--- src/rtl/fipo_pkg.sv ---
// Definitions shared by the configuration loader and the RSNN core: FSM states,
// the default frame geometry and the beat-to-bit-offset mapping.
package fipo_pkg;

    localparam int FIPO_DATA_W = 312;
    localparam int FIPO_LANES  = 1;

    typedef enum logic [1:0] {
        IDLE   = 2'd0,
        LOAD   = 2'd1,
        COMMIT = 2'd2
    } fipo_state_t;

    // Beat k occupies bits [k*lanes +: lanes] of the frame.
    function automatic int unsigned beat_offset(input int unsigned beat, input int unsigned lanes);
        return beat * lanes;
    endfunction

endpackage

--- src/rtl/fipo_cfg_loader.sv ---
// Serial-to-parallel configuration loader: beats fill a shadow frame that is copied
// to active_out in one cycle, so consumers never observe a partially loaded frame.
module fipo_cfg_loader
    import fipo_pkg::*;
#(
    parameter int DATA_W = FIPO_DATA_W,
    parameter int LANES  = FIPO_LANES
) (
    input  logic              clk,
    input  logic              rst_n,
    input  logic              enable,
    input  logic              start,
    input  logic              in_valid,
    input  logic [LANES-1:0]  in_data,
    output logic              in_ready,
    output logic [DATA_W-1:0] active_out,
    output logic              busy,
    output logic              beat_written,
    output logic              frame_done,
    output logic              overflow,
    input  logic              clear_ovf
);

    localparam int BEATS = DATA_W / LANES;
    localparam int CNT_W = $clog2(BEATS + 1);
    localparam int OFF_W = (DATA_W > 1) ? $clog2(DATA_W) : 1;
    localparam logic [CNT_W-1:0] LAST = CNT_W'(BEATS - 1);

    fipo_state_t       state;
    logic [CNT_W-1:0]  count;
    logic [DATA_W-1:0] shadow;
    logic [OFF_W-1:0]  offset;
    logic [DATA_W-1:0] lane_mask;
    logic [DATA_W-1:0] lane_data;
    logic              accept;

    assign in_ready = (state == LOAD) && enable;
    assign busy     = (state != IDLE);
    // A start in LOAD aborts the frame, so a beat offered alongside it is dropped.
    assign accept   = in_ready && in_valid && !start;

    assign offset    = OFF_W'(beat_offset(32'(count), LANES));
    assign lane_mask = DATA_W'({LANES{1'b1}}) << offset;
    assign lane_data = DATA_W'(in_data) << offset;

    always_ff @(posedge clk or negedge rst_n) begin
        if (!rst_n) begin
            state        <= IDLE;
            count        <= '0;
            shadow       <= '0;
            active_out   <= '0;
            beat_written <= 1'b0;
            frame_done   <= 1'b0;
            overflow     <= 1'b0;
        end else begin
            beat_written <= accept;
            frame_done   <= 1'b0;

            if (in_valid && enable && (state != LOAD)) begin
                overflow <= 1'b1;
            end else if (clear_ovf) begin
                overflow <= 1'b0;
            end

            if (enable) begin
                case (state)
                    IDLE: begin
                        if (start) begin
                            state  <= LOAD;
                            count  <= '0;
                            shadow <= '0;
                        end
                    end
                    LOAD: begin
                        if (start) begin
                            count  <= '0;
                            shadow <= '0;
                        end else if (in_valid) begin
                            shadow <= (shadow & ~lane_mask) | lane_data;
                            if (count == LAST) begin
                                count <= '0;
                                state <= COMMIT;
                            end else begin
                                count <= count + CNT_W'(1);
                            end
                        end
                    end
                    COMMIT: begin
                        active_out <= shadow;
                        frame_done <= 1'b1;
                        state      <= IDLE;
                    end
                    default: state <= IDLE;
                endcase
            end
        end
    end

endmodule

--- config.mk ---
export PLATFORM = sky130hd
export DESIGN_NAME = fipo_cfg_loader
export DESIGN_NICKNAME = d
export VERILOG_FILES = /design/src/rtl/fipo_pkg.sv /design/src/rtl/fipo_cfg_loader.sv
export SDC_FILE = /design/constraint.sdc
export NUM_CORES = 1
export LEC_CHECK = 0
export ABC_AREA = 0
export CORE_MARGIN = 4
export CORE_UTILIZATION = 40
export DETAILED_ROUTE_END_ITERATION = 7
export PLACE_DENSITY = 0.67
export SLEW_MARGIN = 20
export SYNTH_ARGS = -nofsm -noshare
export SYNTH_HDL_FRONTEND = slang
export SYNTH_SLANG_ARGS = --single-unit
export TNS_END_PERCENT = 10
--- constraint.sdc ---
create_clock -name clk -period 3 [get_ports clk]
set_clock_uncertainty 0.05 [all_clocks]
set_input_delay 0.9 -clock clk [delete_from_list [all_inputs] [get_ports clk]]
set_output_delay 0.9 -clock clk [all_outputs]
set_load 0.01 [all_outputs]
# ---- After elaboration in Yosys (flattened, before gate mapping)
# Cells that the tools add are included.
dict set report op_classes {
  n_addsub 1
  n_eq_ne 9
  n_shift 2
  n_mux 18
  bitwise 3
  reduce_logical 13
}
# op n
set op_table {}
lappend op_table {{$mux 312} 3}
lappend op_table {{$pmux 312 s2} 1}
lappend op_table {{$and 312x312->312} 1}
lappend op_table {{$not 312->312} 1}
lappend op_table {{$or 312x312->312} 1}
lappend op_table {{$shl 1x9->312} 1}
lappend op_table {{$shl 1x9->312 const A} 1}
lappend op_table {{$mux 9} 4}
lappend op_table {{$pmux 9 s2} 1}
lappend op_table {{$add 9x1->9 const B} 1}
lappend op_table {{$eq 9x9->1 const B} 1}
lappend op_table {{$mux 2} 4}
lappend op_table {{$ne 2x2->1 const B} 3}
lappend op_table {{$reduce_bool 2->1} 3}
lappend op_table {{$logic_and 1x1->1} 5}
lappend op_table {{$reduce_and 5->1} 1}
lappend op_table {{$mux 1} 4}
lappend op_table {{$ne 2x1->1 const B} 2}
lappend op_table {{$pmux 2 s2} 1}
lappend op_table {{$reduce_and 4->1} 1}
lappend op_table {{$ne 3x3->1 const B} 1}
lappend op_table {{$eq 2x1->1 const B} 1}
lappend op_table {{$eq 2x2->1 const B} 1}
lappend op_table {{$logic_not 2->1} 1}
lappend op_table {{other kinds (2)} 2}
dict set report totals {
  register_bits 638
  output_inout_bits 317
}

# ---- Longest topological paths before layout
# Gate-level depths: netlist of run 1.
dict set report logic_depth {
  word_depth 7
  ltp_mapped 9
}

# ---- Worst setup path before layout of run 1
# OpenSTA, ideal clock, no wires.
dict set report synth_path {
  path_kind {input-to-reg}
  from {input start}
  to {register shadow[258]}
  arrival_ns 1.856
  path_slack_ns 0.963
  stages 7
  n_path_buf 3
  cell_sequence {nand2b_1 -> buf_2 -> buf_2 -> clkbuf_1 -> a21oi_1 -> o21ai_0 -> o21ai_0}
}
dict set report synth_between {
  elab_chain_len 2
  elab_cells_between_ends 5
}
# element line_no
set synth_rtl {}
lappend synth_rtl {{start, declared} fipo_cfg_loader.sv:12} ;# input logic start,
lappend synth_rtl {{$ne 3x3->1 (no source line), or another cell as far along} -}
lappend synth_rtl {{$reduce_and 4->1 (no source line) or $pmux 312 s2 (tied branches)} -}
lappend synth_rtl {{end signal, assigned} fipo_cfg_loader.sv:79} ;# shadow <= (shadow & ~lane_mask) | lane_data;
lappend synth_rtl {{end, declared} fipo_cfg_loader.sv:31} ;# logic [DATA_W-1:0] shadow;
# Several ways; a longest one is shown, not always the timed one.
# A chain may end at the register's enable or synchronous reset.

# ---- Worst setup path in the final report of run 1
dict set report layout_path {
  from {register state[1]}
  to {output busy}
}
dict set report layout_between {
  elab_chain_len 1
}
# element line_no
set layout_rtl {}
lappend layout_rtl {{start, declared} fipo_cfg_loader.sv:29} ;# fipo_state_t state;
lappend layout_rtl {{start signal, assigned} fipo_cfg_loader.sv:48} ;# state <= IDLE;
lappend layout_rtl {{start signal, assigned} fipo_cfg_loader.sv:69} ;# state <= LOAD;
lappend layout_rtl {{start signal, assigned} fipo_cfg_loader.sv:82} ;# state <= COMMIT;
lappend layout_rtl {{$reduce_bool 2->1} fipo_cfg_loader.sv:38} ;# assign busy = (state != IDLE);
lappend layout_rtl {{end, declared} fipo_cfg_loader.sv:17} ;# output logic busy,
# No other way between the ends.

==> summary.md, run 1 <==
| Metric | Value |
|---|---|
| # setup viols final | 0 |
| Post-synthesis cell type count | 55 |
| Worst R2R Path Depth | 7 |
| Iteration-0 DRC Markers | between 3000 and 4000 |
| GRT Residual Overflow | 0 |
| Max stage delay cell, worst path | dfrtp_1 |
| # clock sinks | 638 |
| Post-synthesis cell area | approximately 27000 um2 |
| Placer congestion estimate | 0.8748 |
| Crit path kind | flip-flop to output port |
| Die width | 269.6 um |
| Post-synth EDFFs | 0 |
| Post-route minimum period | 2814 ps |
| Critical Path Source | state[1]$_DFFE_PN0P_ |
| Worst VDD drop | 0.0004036 V |
| Net switching power | around 4.3 mW |
| Critical R2R Launch | count[0]$_DFFE_PN0P_ |
| RSZ-0062 raised after global routing | no |
| R2R Path End | shadow[175]$_DFFE_PN0P_ |
| Fill count | about 6200 |
| Clk_lat worst skew | 630 ps |
| Worst-path clk slew | 60 ps |
| Ant diodes | 0 |
| Core ar. | approximately 68000 um2 |
| Share of synthesized registers carrying an async set or reset | 100.0% |
| Final worst path period share | approximately 94% |
| Core Rows | 95 |
| Clk root buf | clkbuf_16 |
| IO Pins | 324 |
| Final hold violations | 0 |
| Die Y | 269.6 um |
| Total GRT Usage | 25.52% |
| Hold Path Class | input port to async pin |
| Layout cell share with drive strength beyond 1 | 10.21% |
| Worst Tran Pin Value | between 700 and 800 ps |
| Worst EP required | 2050 ps |
| Vias | 24040 |
| Status | finished, final reports clean |
| Initial antenna violation count | 1 |
| R2r setup slk | 520 ps |
| Slew headroom | a little under half |
| HPWL after detailed placement | 63600 um |
| Pre-antenna DRT Iters | 6 |
| Worst setup margin | 186.4 ps |
| Post-synthesis area per instance | 9.043 um2 |
| Post-Syn Instances | about 3000 |
| Sequential share of the synthesized area | 58.33% |
| Setup TNS | 0 ps |
| Post-layout nets | 3367 |
| CTS tree | yes |
| Crit. End Element | output port |
| Num CTS Buffers | 70 |
| Drt drc | 0 |
| Vias in the first global route | ~23000 |
| DIE AREA | 72680 um2 |
| Worst-path cell chain | buf_4 -> or2_2 -> dlygate4sd2_1 |
| Vias/cell | 5.614 |
| Switching share of total power | 23.19% |
| YS warnings | 0 |
| Port bufs | 323 |
| Initial core utilization | 40.54% |
| P_int | 14.21 mW |
| Largest net degree at the start of global routing | about 160 |
| Hold_ws | 123.0 ps |
| Critical path launch point type | flip-flop |
| Avg WL per Cell | 22.13 um |
| Sequential Power Share | 46.7% |
| Syn_nets | 3040 |
| Final ANT Viol Nets | 0 |
| Crit path DAT | 1860 ps |
| Fmax achieved | around 0.36 GHz |
| Gate power share | under 10% |
| P_leak | 16.47 nW |
| Cell Pwr Density | 533.9 nW/um2 |
| Critical path endpoint | busy |
| Prevailing post-synth register cell | dfrtp_1 |
| Drt total wl | 94750 um |
| Final core occ | 51.33% |
| First-pass GRT wire length | 145300 um |
| Clock power share | 48.3% |
| Synth Register Bits | 638 |
| Maxcap violations | 0 |
| Critical path peak fanout | 9 |
| Slew Viols, Final | 0 |
| Deepest clock path buffer count | 3 |
| Pre-CTS setup slack | 30.20 ps |
| Largest stage delay on the critical path | 390 ps |
| Area growth syn-to-layout | 26.60% |
| Depth of the CTS H-tree | 3 |
## final cells by class
class                           count  area [um2]  area share, %
Clock buffer                       95        2018          5.824
Clock inverter                     31       366.6          1.058
Inverter                            8       37.54         0.1083
Multi-Input combinational cell   2132       10120          29.21
Sequential cell                   638       15970          46.08
Tap cell                          873        1092          3.152
Timing Repair Buffer              504        5049          14.57
## worst max-delay path, delay by kind of cell (launching register included)
family	cells	cell delay, ps
flops	1	390
simple gates	1	340
buf+inv	2	510
## worst min path at each step
stage	start	endpoint	slack [ps]	cells past startpoint
4_1_cts	rst_n	shadow[300]$_DFFE_PN0P_	90	1
5_1_grt	rst_n	shadow[300]$_DFFE_PN0P_	120	1
3_5_place_dp	shadow[132]$_DFFE_PN0P_	active_out[132]$_DFFE_PN0P_	400	2
3_3_place_gp	shadow[97]$_DFFE_PN0P_	active_out[97]$_DFFE_PN0P_	400	2
2_1_floorplan	shadow[0]$_DFFE_PN0P_	active_out[0]$_DFFE_PN0P_	380	2
6_report	rst_n	shadow[300]$_DFFE_PN0P_	120	1
## Yosys cell counts (2+ instances only)
cell      number  share of area (%)
buf_6         26                1.1
a21oi_1      262                4.8
nand2_1     1012                 14
nor3b_2        2              0.091
nand3b_1       2              0.055
ha_1           6               0.27
nor2_1        28               0.38
buf_1          9               0.12
and4bb_2      14               0.64
and4b_1       17               0.62
nor3_1         5              0.091
nor4b_2        7               0.38
nand2b_1       3              0.069
a31oi_1       50                1.1
nand2_2        4              0.091
clkbuf_2      13               0.24
and4_1         5               0.16
o21ai_0      542                9.9
nand3_1       13               0.24
nor2b_1        9               0.21
nor4bb_1      14               0.51
nor3_2         2              0.073
dfrtp_1      638                 58
xnor2_1        5               0.16
buf_4         32               0.88
o22ai_1        2              0.046
o21ai_1       86                1.6
inv_1          7              0.096
and2_1         5               0.11
nand4_1        2              0.046
clkbuf_1     129                1.8
nor4b_1        9               0.29
buf_2         40               0.73
nor4_1         5               0.11
and3_1         2              0.046
## registers in the layout, summed over array words and instances (netlist names)
| name | count |
|---|---|
| active_out | 312 |
| beat_written | 1 |
| count | 9 |
| state | 2 |
| frame_done | 1 |
| shadow | 312 |
| overflow | 1 |
## cells by family after synthesis
kind of cell	count (synthesis)	share of synthesized area (%)
buffers and inverters	257	4.918
adder cells (fa/ha/maj)	6	0.2743
AND/OR/NAND/NOR	1173	18.64
XOR/XNOR	5	0.1600
flip-flops	638	58.33
AO/OA/AOI/OAI	948	17.68
## power by group through the flow
stage               sequential (mW)  clock, mW  combinational (mW)
finish                         8.64       8.93               0.924
detailed placement             8.80          0               0.913
global route                   8.64       9.46                1.01
CTS                            8.64       9.06               0.916
floorplan                      8.79          0               0.426
global placement               8.80          0               0.909
## metrics by stage
stage / area [um2] / total power, mW / std cells
after floorplan: 27370 / 9.212 / 3027
after global placement: 32270 / 9.710 / 4155
after detailed placement: 32270 / 9.714 / 4155
after CTS: 34650 / 18.62 / 4281
after global routing: 34650 / 19.10 / 4281
final: 34650 / 18.50 / 4281
## cells in the final DEF, fill, tap and decap left out, drive strengths merged, types with 2 or more instances in the layout
cell type | netlist | routed
buf | 107 | 182
a31oi | 50 | 50
o21ai | 628 | 628
bufinv | 0 | 7
nand3 | 13 | 13
nor2 | 30 | 30
and4bb | 14 | 14
clkinvlp | 0 | 4
and4 | 5 | 5
nand3b | 2 | 2
clkdlybuf4s50 | 0 | 320
nand4 | 2 | 2
nor4bb | 14 | 14
nor3 | 7 | 7
xnor2 | 5 | 5
and3 | 2 | 2
ha | 6 | 6
nor4 | 6 | 6
and2 | 5 | 5
a21oi | 263 | 263
or2 | 3 | 3
clkbuf | 142 | 95
nor4b | 16 | 16
inv | 8 | 12
clkinv | 0 | 16
nor3b | 4 | 4
nor2b | 9 | 9
and4b | 17 | 17
o22ai | 2 | 2
dfrtp | 638 | 638
nand2b | 4 | 4
nand2 | 1016 | 1016
## layer usage
layer | GRT usage (%) | vias to the layer above | wire [um]
met3 | 4.934 | 158 | 7847
met2 | 40.05 | 1189 | 43710
met5 | 0 | - | 7
met4 | 9.017 | 2 | 3153
met1 | 35.61 | 11830 | 40030
li1 | - | 10850 | -
## what timing repair did
item                                    in CTS  in global routing
setup buffers                                0                  0
pin swaps                                    0                  0
gates resized for setup                      2                  1
cloned                                       0                  0
hold buffers                                 0                  0
endpoints found under the setup margin       2                  1
Note: power is estimated with default switching activity, not from simulation.
==> run 2, diff against run 1 <==
Settings changed: CORE_UTILIZATION 40 to 45, PLACE_DENSITY 0.67 to 0.73.
==> run 2 against run 1 <==
Combinational power up 3.4%. Cell area down 0.51%. Routed wire length down 3.4%. Largest cell class unchanged. Critical path depth unchanged. Power down 1.7%. Highest routed layer unchanged. Flip-flop and latch count unchanged. Register-to-register slack worse by 70 ps. Sequential power about the same. Core utilization up 5.9 points. Sequential share of layout area up 0.23 points. Critical endpoint unchanged. Clock power down 3.9%.
==> summary.md, run 2 (synthesis results as in run 1) <==
| Metric | Value |
|---|---|
| Max stage delay cell, worst path | dfrtp_1 |
| Core ar. | ~60000 um2 |
| Pre-CTS setup slack | -1.900 ps |
| Core Rows | 90 |
| Total GRT Usage | roughly 28% |
| DIE AREA | 64840 um2 |
| Vias/cell | between 5 and 6 |
| Most frequent cells in the layout | nand2_1 (1012), dfrtp_1 (634), o21ai_0 (542) |
| Maxcap violations | 0 |
| RSZ-0062 raised after global routing | no |
| Final ANT Viol Nets | 0 |
| Fmax achieved | ~0.37 GHz |
| Hold Path Class | input port to async pin |
| Die width | 254.6 um |
| Num CTS Buffers | 68 |
| Worst Tran Pin Value | 1018 ps |
| Avg WL per Cell | 21.87 um |
| Drt total wl | approximately 92000 um |
| Worst-path cell chain | buf_4 -> or2_2 -> dlymetal6s2s_1 |
| Final worst path period share | between 80% and 90% |
| Fill count | 5179 |
| Critical path launch point type | flip-flop |
| Slew headroom | 32.12% |
| Drt drc | 0 |
| CTS tree | yes |
| IO Pins | 324 |
| Post-layout nets | 3366 |
| Post-CTS Hold Fix Bufs | 0 |
| Critical path peak fanout | 9 |
| Die Y | about 250 um |
| Status | finished, final reports clean |
| DR top layer | met5 |
| Vias | 23890 |
| Largest stage delay on the critical path | 390 ps |
| Clk_lat worst skew | 610 ps |
| Worst setup margin | roughly 320 ps |
| Biggest regs | active_out x312, shadow x312, count x9 |
| Initial antenna violation count | 2 |
| Final hold violations | 0 |
| Worst path top cell family by delay | flip-flops |
| Depth of the CTS H-tree | 3 |
| GRT Residual Overflow | 0 |
| P_leak | approximately 16 nW |
| HPWL after detailed placement | 61600 um |
| Iteration-0 DRC Markers | 3207 |
| Crit path DAT | between 1500 and 2000 ps |
| First-pass GRT wire length | 139600 um |
| WL met2 | 42350 um |
| Vias in the first global route | roughly 23000 |
| Initial core utilization | 45.44% |
| Port bufs | 323 |
| Worst VDD drop | 0.0003541 V |
| Worst EP required | between 2000 and 2500 ps |
| Placer congestion estimate | 0.9118 |
| Ant diodes | 0 |
| Area growth syn-to-layout | 25.96% |
| CP Buf/Inv Count | 2 |
| Deepest clock path buffer count | 3 |
| Met3 wire len | 8193 um |
| Pre-antenna DRT Iters | 6 |
| Slew Viols, Final | 0 |
| # setup viols final | 0 |
| Worst-path clk slew | 60 ps |
| Clk root buf | clkbuf_16 |
| Final core occ | 57.23% |
| Crit. End Element | output port |
| Cell Pwr Density | about 530 nW/um2 |
| # clock sinks | 638 |
| Layout cell share with drive strength beyond 1 | 9.962% |
| Commonest non-fill, non-tap cell in the layout | nand2_1 |
| Post-route minimum period | about 2700 ps |
| Crit path kind | flip-flop to output port |
| Metal-1 WL | around 38000 um |
| Largest net degree at the start of global routing | 209 |
-- run 2: cell types whose count changed in the layout (fill, tap and decap cells not counted) --
cell            change
dlygate4sd2_1       -1
buf_12              +2
bufinv_16           -2
clkinv_8            -1
inv_6               -3
buf_4               -1
dlymetal6s2s_1      +1
clkbuf_1            +4
clkbuf_8            +4
clkinvlp_4          -2
clkbuf_16           -1
clkinv_2            -5
-- run 2: worst paths after layout --
kind | cells after the start | start | slack, ps | endpoint
max | 3 | state[1]$_DFFE_PN0P_ | 320 | busy
min | 1 | rst_n | 220 | active_out[2]$_DFFE_PN0P_
max reg2reg | 4 | count[8]$_DFFE_PN0P_ | 450 | count[6]$_DFFE_PN0P_
min reg2reg | 2 | shadow[307]$_DFFE_PN0P_ | 410 | active_out[307]$_DFFE_PN0P_
max in group asynchronous | 2 | rst_n | 1810 | active_out[156]$_DFFE_PN0P_
min in group clk | 2 | shadow[307]$_DFFE_PN0P_ | 410 | active_out[307]$_DFFE_PN0P_
-- run 2: area by class of cell --
type                       count  area [um2]  area share (%)
sequential                   638       15970           46.32
multi-input combinational   2132       10120           29.35
timing repair buffer         505        5085           14.75
clock buffer                 102        2063           5.984
tap                          782       978.4           2.838
clock inverter                18       224.0          0.6496
inverter                       8       37.54          0.1089
-- run 2: metal layers --
layer,track usage [%],vias up
met3,5.762,224
li1,-,10840
met2,43.84,1167
met1,38.40,11650
met4,10.46,2
met5,0,-
-- run 2: timing repair --
item	in CTS	in global routing
resized for setup	1	2
endpoints found under the setup margin	1	2
setup buffers	0	0
-- run 2: metrics by stage --
step / hold slack [ps] / power [mW] / setup TNS (ps) / area, um2 / std cells
after global routing: 233.7 / 18.71 / 0 / 34480 / 4185
after detailed placement: 400.7 / 9.738 / -1.900 / 32180 / 4065
after CTS: 217.5 / 18.26 / 0 / 34470 / 4185
after global placement: 396.4 / 9.732 / 0 / 32180 / 4065
final: 220.6 / 18.18 / 0 / 34480 / 4185
after floorplan: 382.3 / 9.212 / 0 / 27370 / 3027
-- run 2: report_power, final --
group          leakage (nW)  switching [mW]  internal (mW)  total, mW
combinational          6.40           0.669          0.286      0.955
sequential             8.90          0.0265           8.62       8.64
clock                  1.13            3.41           5.18       8.58
total                  16.4            4.10           14.1       18.2
-- run 2: worst register-to-register path, stage by stage (launching register included) --
cell and delay (ps):
dfrtp_1 830, nor4bb_1 810, a311oi_2 310, nor2_1 340, nor2_1 90
